## config.mk

```make
export PLATFORM = sky130hd
export DESIGN_NAME = reference_generator
export DESIGN_NICKNAME = d
export VERILOG_FILES = /design/src/rtl/reference_generator.sv
export SDC_FILE = /design/constraint.sdc
export NUM_CORES = 1
export LEC_CHECK = 0
export BUFFER_PORTS_ARGS = -buffer_cell sky130_fd_sc_hd__buf_4
export CAP_MARGIN = 5
export CORE_ASPECT_RATIO = 1.2
export CORE_MARGIN = 10
export CORE_UTILIZATION = 54
export DETAILED_ROUTE_END_ITERATION = 10
export HOLD_SLACK_MARGIN = 0.12
export PLACE_DENSITY = 0.78
export RECOVER_POWER = 25
export SKIP_LAST_GASP = 1
export SYNTH_ARGS = -nofsm -noshare
export SYNTH_HDL_FRONTEND = slang
export SYNTH_SLANG_ARGS = --single-unit
```

## constraint.sdc

```tcl
create_clock -name i_clock -period 4.6 [get_ports i_clock]
set_input_delay 1.38 -clock i_clock [delete_from_list [all_inputs] [get_ports i_clock]]
set_output_delay 1.38 -clock i_clock [all_outputs]
set_load 0.01 [all_outputs]
```

## src/rtl/reference_generator.sv

```systemverilog
// Signed triangle-wave reference source for the IAGC loop, feeding the ZMOD DAC and amplitude detector.
// Latency: first o_sample D+1 clocks after leaving IDLE, then one sample every D+1 clocks.
// Backpressure: none; free-running source, status RESET stops it on the next edge.
module reference_generator #(
    parameter int IAGC_STATUS_SIZE    = 4,
    parameter int ZMOD_DATA_SIZE      = 14,
    parameter int AMPLITUDE_DATA_SIZE = 13,
    parameter int DIVIDER_SIZE        = 16
) (
    input  logic                              i_clock,
    input  logic                              i_reset_n,
    input  logic [IAGC_STATUS_SIZE-1:0]       i_iagc_status,
    input  logic [AMPLITUDE_DATA_SIZE-1:0]    i_amplitude,
    input  logic [AMPLITUDE_DATA_SIZE-1:0]    i_step,
    input  logic [DIVIDER_SIZE-1:0]           i_sample_divider,
    output logic signed [ZMOD_DATA_SIZE-1:0]  o_reference,
    output logic                              o_sample,
    output logic                              o_cycle_done
);

    // One extra bit over the sample width so value +/- step can never wrap.
    localparam int NW = ZMOD_DATA_SIZE + 1;

    typedef enum logic [2:0] {
        S_IDLE,
        S_HOLD,
        S_RISE,
        S_FALL,
        S_RETURN
    } state_t;

    state_t                           state_q, state_d;
    logic [DIVIDER_SIZE-1:0]          cnt_q, cnt_d;
    logic [AMPLITUDE_DATA_SIZE-1:0]   amp_q, step_q;
    logic signed [ZMOD_DATA_SIZE-1:0] value_d;
    logic                             sample_d, done_d, latch;

    logic        status_rst, strobe, in_zero;
    logic signed [NW-1:0] val_s, amp_s, neg_amp_s, step_s, up_s, dn_s;

    assign status_rst = (i_iagc_status == '0);
    assign strobe     = (state_q != S_IDLE) && (cnt_q == i_sample_divider);
    // Decisions at a latch point look at the values being latched right now.
    assign in_zero    = (i_amplitude == '0) || (i_step == '0);

    assign val_s     = $signed({o_reference[ZMOD_DATA_SIZE-1], o_reference});
    assign amp_s     = $signed(NW'(amp_q));
    assign step_s    = $signed(NW'(step_q));
    assign neg_amp_s = -amp_s;
    assign up_s      = val_s + step_s;
    assign dn_s      = val_s - step_s;

    always_ff @(posedge i_clock or negedge i_reset_n) begin
        if (!i_reset_n) begin
            state_q <= S_IDLE;
        end else begin
            state_q <= state_d;
        end
    end

    always_comb begin
        state_d = state_q;
        latch   = 1'b0;
        if (status_rst) begin
            state_d = S_IDLE;
        end else if (state_q == S_IDLE) begin
            latch   = 1'b1;
            state_d = in_zero ? S_HOLD : S_RISE;
        end else if (strobe) begin
            case (state_q)
                S_RISE:   if (up_s >= amp_s)     state_d = S_FALL;
                S_FALL:   if (dn_s <= neg_amp_s) state_d = S_RETURN;
                S_RETURN: begin
                    if (!up_s[NW-1]) begin
                        latch   = 1'b1;
                        state_d = in_zero ? S_HOLD : S_RISE;
                    end
                end
                S_HOLD: begin
                    latch   = 1'b1;
                    state_d = in_zero ? S_HOLD : S_RISE;
                end
                default:  state_d = S_IDLE;
            endcase
        end
    end

    always_comb begin
        value_d  = o_reference;
        sample_d = 1'b0;
        done_d   = 1'b0;
        if (status_rst || state_q == S_IDLE) begin
            value_d = '0;
        end else if (strobe) begin
            sample_d = 1'b1;
            case (state_q)
                S_RISE:   value_d = (up_s >= amp_s) ? amp_s[ZMOD_DATA_SIZE-1:0]
                                                    : up_s[ZMOD_DATA_SIZE-1:0];
                S_FALL:   value_d = (dn_s <= neg_amp_s) ? neg_amp_s[ZMOD_DATA_SIZE-1:0]
                                                        : dn_s[ZMOD_DATA_SIZE-1:0];
                S_RETURN: begin
                    if (!up_s[NW-1]) begin
                        value_d = '0;
                        done_d  = 1'b1;
                    end else begin
                        value_d = up_s[ZMOD_DATA_SIZE-1:0];
                    end
                end
                default:  value_d = '0;
            endcase
        end
    end

    // Counter sits at zero in IDLE so the first strobe lands D+1 clocks after exit.
    always_comb begin
        if (status_rst || state_q == S_IDLE || strobe) begin
            cnt_d = '0;
        end else begin
            cnt_d = cnt_q + DIVIDER_SIZE'(1);
        end
    end

    always_ff @(posedge i_clock or negedge i_reset_n) begin
        if (!i_reset_n) begin
            cnt_q        <= '0;
            amp_q        <= '0;
            step_q       <= '0;
            o_reference  <= '0;
            o_sample     <= 1'b0;
            o_cycle_done <= 1'b0;
        end else begin
            cnt_q        <= cnt_d;
            o_reference  <= value_d;
            o_sample     <= sample_d;
            o_cycle_done <= done_d;
            if (latch) begin
                amp_q  <= i_amplitude;
                step_q <= i_step;
            end
        end
    end

endmodule

```

==> out/metrics.csv, run 1 <==
stage;metric;value;unit
synthesis;Mapped Area;5450;sq um
layout;commonest cells after routing, fill and taps aside;buf_4 (85), dfrtp_1 (60), nor2_1 (56);
clock_tree;clk slew on worst S/H paths;50;ps
power_and_ir_drop;Reg power frac;0.235;
critical_path;Setup CP Type;reg2reg;
synthesis;Yosys cell types;74;
timing;maximum clock frequency;0.229;GHz
layout;post-layout net count;800;
power_and_ir_drop;P_leak;2.94;nW
power_and_ir_drop;combinational power share;0.607;
floorplanning;Die W;112;um
critical_path;Cell Chain, Critical Path;ha_4 -> nor2b_2 -> o31a_1 -> o22ai_1 -> o21ai_1 -> nor4_1 -> a21oi_1 -> buf_4 -> xnor2_2 -> ha_1 -> a211oi_1 -> nor2_1 -> a211oi_2 -> buf_4 -> a31oi_2 -> or2_4 -> o2bb2a_1 -> a41oi_1;
clock_tree;clk sink count;61;
timing;Max Slew Vio Count;62;
critical_path;CP Launch Type;register;
timing;post-route clock period utilization;0.951;
synthesis;share of the yosys chip area belonging to registers;0.280;
drt;Vias/cell;6.04;
drt;Avg WL per Cell;19.2;um
floorplanning;Initial Utilization;0.548;
layout;layout cell share with drive strength beyond 1;0.208;
clock_tree;Num CTS Buffers;9;
global_route;largest net degree at the start of global routing;62;
clock_tree;clock latency at the later pin of the worst-skew pair;340;ps
clock_tree;CTS H-tree depth;3;
placed_design;HPWL after detailed placement;12200;um
layout;final core occ;0.651;
critical_path;WP data arrival;4610;ps
power_and_ir_drop;Worst VDD drop;0.292;mV
power_and_ir_drop;Power Density;598;nW/um^2
critical_path;crit path buf inv count;2;
critical_path;largest fanout on the critical path;8;
global_route;Overflow after GRT;0;
global_route;vias in the first global route;5099;
placed_design;Placer Congestion;0.967;
timing;Tmin final;4370;ps
layout;Layout area overhead;18.9;%
drt;routed via count;4967;
floorplanning;Row Count;40;
drt;iteration count of the initial detailed-routing pass;5;
floorplanning;die outline height;130;um
synthesis;number of synthesized flops with an enable pin;0;
timing;setup TNS;0;ps
timing;Slew HR;-0.0407;
timing;skew final;5.80;ps
placed_design;count of input and output buffers;63;
synthesis;Synth warnings;0;
clock_tree;CTS tree;yes;
power_and_ir_drop;Power Internal;2.09;mW
floorplanning;Top-Level Pins;64;
layout;commonest non-fill, non-tap cell in the layout;buf_4;
clock_tree;Clock Path Buffers;2;
global_route;first-pass GRT wire length;25100;um
power_and_ir_drop;Clk pwr share;0.159;
floorplanning;DIE AREA;14500;sq um
min_path;Hold Path Class;reg2reg;
critical_path;worst path required time;4840;ps
layout;# diodes;0;
global_route;Total Routing Usage GR;0.212;
synthesis;Syn Inst Count;617;
critical_path;CP max stage delay;480;ps
global_route;initial antenna violation count;0;
drt;# DRC;0;
power_and_ir_drop;Sw Pwr;1.79;mW
synthesis;Avg Cell Area, Syn;8.84;sq um
clock_tree;Root Driver;clkbuf_16;
placed_design;dpl ws;-62.2;ps
timing;final setup violation count;0;
power_and_ir_drop;switch share;0.461;
flow_run;max cap viols;1;
run_status;status;finished, violations left;
run_status;failing checks;max-capacitance violations, max-slew violations;
critical_path;crit path capture type;register;
critical_path;most frequent CP cell;buf_4;
synthesis;syn_nets;723;
floorplanning;Core Region;9960;sq um
timing;final setup margin;225;ps
critical_path;crit-path leading delay family;compound AO/OA/AOI/OAI gates;
synthesis;Primary FF master, synth;dfrtp_1;
drt;DRT Wirelength;15800;um
timing;final hold violations;0;
synthesis;Synth Register Bits;61;
critical_path;CP max-delay cell;dfrtp_1;
drt;Final ANT Viol Nets;0;
synthesis;Post-synth ARST share;1.00;
drt;Iter 0 DRT Violations;307;
timing;Slew @ Worst Pin;1560;ps
-- synth_stat cells (6+ instances only) --
library cell | instances | share of area
nand4_1 | 13 | 0.015
nor4_1 | 7 | 0.0080
nand2_1 | 45 | 0.031
nor2b_1 | 7 | 0.0080
o21ai_0 | 29 | 0.027
inv_1 | 44 | 0.030
and3_1 | 6 | 0.0069
dfrtp_1 | 61 | 0.28
o21bai_1 | 9 | 0.012
nor2_1 | 57 | 0.039
mux2_2 | 6 | 0.012
ha_1 | 56 | 0.13
a21oi_1 | 37 | 0.034
nor3_1 | 13 | 0.012
xnor2_1 | 46 | 0.074
nand2b_1 | 8 | 0.0092
nand3_1 | 17 | 0.016
buf_6 | 7 | 0.014
mux2_1 | 20 | 0.041
xor2_1 | 14 | 0.022
a31oi_1 | 7 | 0.0080
-- power groups by stage --
stage / clock network (mW) / logic [mW] / registers, mW
after CTS: 0.628 / 2.19 / 0.908
after detailed placement: 0 / 2.17 / 0.914
final: 0.616 / 2.35 / 0.909
after global placement: 0 / 2.11 / 0.910
after floorplan: 0 / 1.68 / 0.823
after global routing: 0.654 / 2.60 / 0.932
-- path summary, 6_finish.rpt --
path                       slack (ps)  cells past startpoint              to           start
max                               230                     18  o_reference[6]  o_reference[2]
min                               520                      1      step_q[12]      step_q[12]
max reg2reg                       230                     18  o_reference[6]  o_reference[2]
min reg2reg                       520                      1      step_q[12]      step_q[12]
max in group asynchronous        2140                      1  o_reference[1]       i_reset_n
min in group asynchronous        1430                      1       cnt_q[15]       i_reset_n
-- logic make-up (layout without fill, tap and decap cells) --
family	count (synthesis)	count (layout)	share of synthesized area
xor gates and xnor gates	60	60	0.0964
adders and majority gates	58	58	0.136
muxes	31	31	0.0647
buffers and inverters	67	147	0.0601
and+or+nand+nor	198	198	0.180
AOI/OAI and AO/OA	142	142	0.183
DFF	61	61	0.280
-- stage by stage --
step / hold slack [ps] / cell area (sq um) / power, mW / instances
finish: 519 / 6490 / 3.88 / 823
global placement: 507 / 6080 / 3.02 / 804
CTS: 523 / 6350 / 3.73 / 818
floorplan: 487 / 5450 / 2.50 / 617
detailed placement: 511 / 6080 / 3.08 / 804
global route: 544 / 6490 / 4.19 / 823
-- cell type report --
class,instances,area (sq um)
Clock inverter,2,10.0
Sequential cell,61,1530
Timing Repair Buffer,88,659
Inverter,45,169
Tap cell,126,158
Multi-Input combinational cell,489,3710
Clock buffer,12,256
Fill cell,836,3470
-- repair_timing --
action | 4_1_cts | 5_1_grt
endpoints found under the setup margin | 3 | 17
pin swaps | 0 | 8
cloned | 0 | 1
hold buffers | 0 | 0
resized for setup | 2 | 21
setup buffers | 0 | 4
-- flip-flops by register name, summed over array words and instances, names as in the netlist --
signal and flops:
o_sample 1, amp_q 13, o_reference 14, state_q 3, cnt_q 16, o_cycle_done 1
step_q 13
-- routing by layer --
| layer | GRT usage | part of all wire | up-vias |
|---|---|---|---|
| li1 | - | - | 2360 |
| met1 | 0.232 | 0.39 | 2365 |
| met2 | 0.372 | 0.49 | 193 |
| met3 | 0.0381 | 0.062 | 49 |
| met4 | 0.142 | 0.055 | 0 |
| met5 | 0 | 0 | - |
Note: power is estimated with default switching activity, not from simulation.
==> inputs of run 2 (changes only) <==
REMOVE_ABC_BUFFERS = 1   (was unset)
==> run 2 against run 1 <==
The flow still finishes with violations (max-capacitance violations, max-slew violations). Non-clock buffer count grew 19. Wire length grew 7.4%. Cell count grew 2.3%. Utilization grew 1.6 points. Total power grew 6.5%. Combinational power grew 8%. Hold slack gained 1.3 ps. Sequential power shrank 1%. Register-to-register slack lost 110 ps. Critical path depth grew 1. Critical endpoint is now state_q[2]. Highest routed layer unchanged.
==> out/metrics.csv, run 2 (synthesized netlist as in run 1, its figures left out) <==
stage;metric;value;unit;change
run_status;status;finished, violations left;;
run_status;failing checks;max-capacitance violations, max-slew violations;;
clock_tree;clk slew on worst S/H paths;50;ps;about the same
drt;Final ANT Viol Nets;0;;unchanged
drt;DRT Wirelength;17000;um;+7.4%
drt;Avg WL per Cell;20.2;um;+5.0%
timing;maximum clock frequency;0.223;GHz;-2.4%
clock_tree;CTS H-tree depth;3;;unchanged
timing;final setup violation count;0;;unchanged
global_route;initial antenna violation count;0;;unchanged
min_path;Hold Path Class;reg2reg;;
layout;largest registers;cnt_q (16), o_reference (14);;
layout;Top reg by flops;cnt_q;;
timing;Tmin final;4480;ps;+106 ps
power_and_ir_drop;Power Density;621;nW/um^2;+3.8%
critical_path;crit path capture type;register;;
placed_design;HPWL after detailed placement;13400;um;+10%
clock_tree;cts hold-fix bufs;0;;unchanged
drt;routed via count;5088;;+2.4%
drt;Vias/cell;6.04;;+0.12%
clock_tree;CTS tree;yes;;
drt;Iter 0 DRT Violations;470;;+53%
timing;Slew HR;-0.0405;;+0.000205
critical_path;CP Launch Type;register;;
layout;layout cell share with drive strength beyond 1;0.226;;+0.0182
critical_path;Cell Chain, Critical Path;ha_1 -> fa_2 -> nor2b_2 -> o31a_1 -> o22ai_2 -> o21ai_1 -> nor4_1 -> a21oi_1 -> a21oi_1 -> or2_2 -> ha_4 -> nand4_1 -> nor3_2 -> a2bb2oi_2 -> a311oi_2 -> buf_4 -> a31oi_1 -> o2111a_2 -> mux2_4;;
floorplanning;Die W;112;um;unchanged
floorplanning;Top-Level Pins;64;;unchanged
flow_run;max cap viols;1;;unchanged
timing;Max Slew Vio Count;62;;unchanged
clock_tree;Clock Path Buffers;2;;unchanged
global_route;Total Routing Usage GR;0.230;;+0.0174
global_route;Overflow after GRT;0;;unchanged
clock_tree;Num CTS Buffers;9;;unchanged
timing;final setup margin;119;ps;-106 ps
layout;commonest cells after routing, fill and taps aside;buf_4 (106), dfrtp_1 (61), nor2_1 (56);;
layout;max FFs per register;16;;unchanged
timing;skew final;7.39;ps;+1.58 ps
floorplanning;Row Count;40;;unchanged
critical_path;largest fanout on the critical path;6;;-2
layout;# diodes;0;;unchanged
critical_path;worst path required time;4820;ps;-20 ps
floorplanning;Initial Utilization;0.548;;unchanged
placed_design;dpl ws;-56.0;ps;+6.20 ps
critical_path;CP max-delay cell;dfrtp_1;;
layout;post-layout net count;819;;+2.4%
power_and_ir_drop;Pwr Total;4.13;mW;+6.5%
critical_path;WP data arrival;4700;ps;+90 ps
layout;commonest non-fill, non-tap cell in the layout;buf_4;;
floorplanning;DIE AREA;14500;sq um;unchanged
global_route;largest net degree at the start of global routing;62;;unchanged
critical_path;most frequent CP cell;a21oi_1;;
critical_path;Setup CP Type;reg2reg;;
clock_tree;clk sink count;61;;unchanged
power_and_ir_drop;Worst VDD drop;0.285;mV;-2.5%
floorplanning;die outline height;130;um;unchanged
timing;Slew @ Worst Pin;1560;ps;-0.307 ps
timing;post-route clock period utilization;0.974;;+0.0231
power_and_ir_drop;P_leak;3.05;nW;+3.6%
placed_design;Placer Congestion;0.965;;-0.19%
critical_path;crit path buf inv count;1;;-1
placed_design;count of input and output buffers;63;;unchanged
floorplanning;Core Region;9960;sq um;unchanged
global_route;vias in the first global route;5274;;+3.4%
timing;final hold violations;0;;unchanged
drt;iteration count of the initial detailed-routing pass;5;;unchanged
critical_path;crit-path leading delay family;compound AO/OA/AOI/OAI gates;;
clock_tree;Root Driver;clkbuf_16;;
clock_tree;clock latency at the later pin of the worst-skew pair;340;ps;about the same
global_route;first-pass GRT wire length;26900;um;+7.2%
layout;Layout area overhead;21.9;%;
drt;# DRC;0;;unchanged
critical_path;CP max stage delay;400;ps;-80 ps
## run 2: cell type report
type	count	area (sq um)
inverter	45	169
clock buffer	13	270
tap	126	158
fill	810	3310
sequential	61	1530
timing repair buffer	107	801
multi-input combinational	489	3690
clock inverter	1	30.0
## run 2: where the power goes
part / total (mW) / leakage (nW) / internal [mW] / switching (mW)
Combinational: 2.53 / 2.12 / 1.11 / 1.42
Clock: 0.702 / 0.148 / 0.458 / 0.244
Sequential: 0.896 / 0.777 / 0.694 / 0.202
## run 2: routing by layer
layer	track usage	part of all wire	vias up
li1	-	-	2392
met3	0.0473	0.057	61
met4	0.123	0.055	0
met2	0.417	0.50	206
met5	0	0	-
met1	0.246	0.38	2429
## run 2: path summary, 6_finish.rpt
check	start	endpoint	slack, ps	cells past startpoint
min reg2reg	step_q[8]	step_q[8]	520	1
min	step_q[8]	step_q[8]	520	1
max in group asynchronous	i_reset_n	step_q[10]	2220	1
max reg2reg	step_q[0]	state_q[2]	120	19
max	step_q[0]	state_q[2]	120	19
min in group asynchronous	i_reset_n	amp_q[12]	1430	1
## run 2: repair_timing
item                                    in CTS  in global routing
pin swaps                                    1                 11
gates resized for setup                      2                 17
endpoints found under the setup margin       3                 17
buffers inserted                             0                  5
hold endpoints to repair                     0                  0
## run 2: stage by stage
| stage | hold WS [ps] | TNS (ps) | cells | util | area [sq um] |
|---|---|---|---|---|---|
| floorplan | 487 | -361 | 595 | - | 5300 |
| global placement | 501 | 0 | 823 | 0.624 | 6220 |
| detailed placement | 518 | -83.6 | 823 | 0.624 | 6220 |
| CTS | 529 | 0 | 837 | 0.655 | 6530 |
| global route | 543 | -174 | 842 | 0.668 | 6650 |
| finish | 520 | 0 | 842 | 0.668 | 6650 |
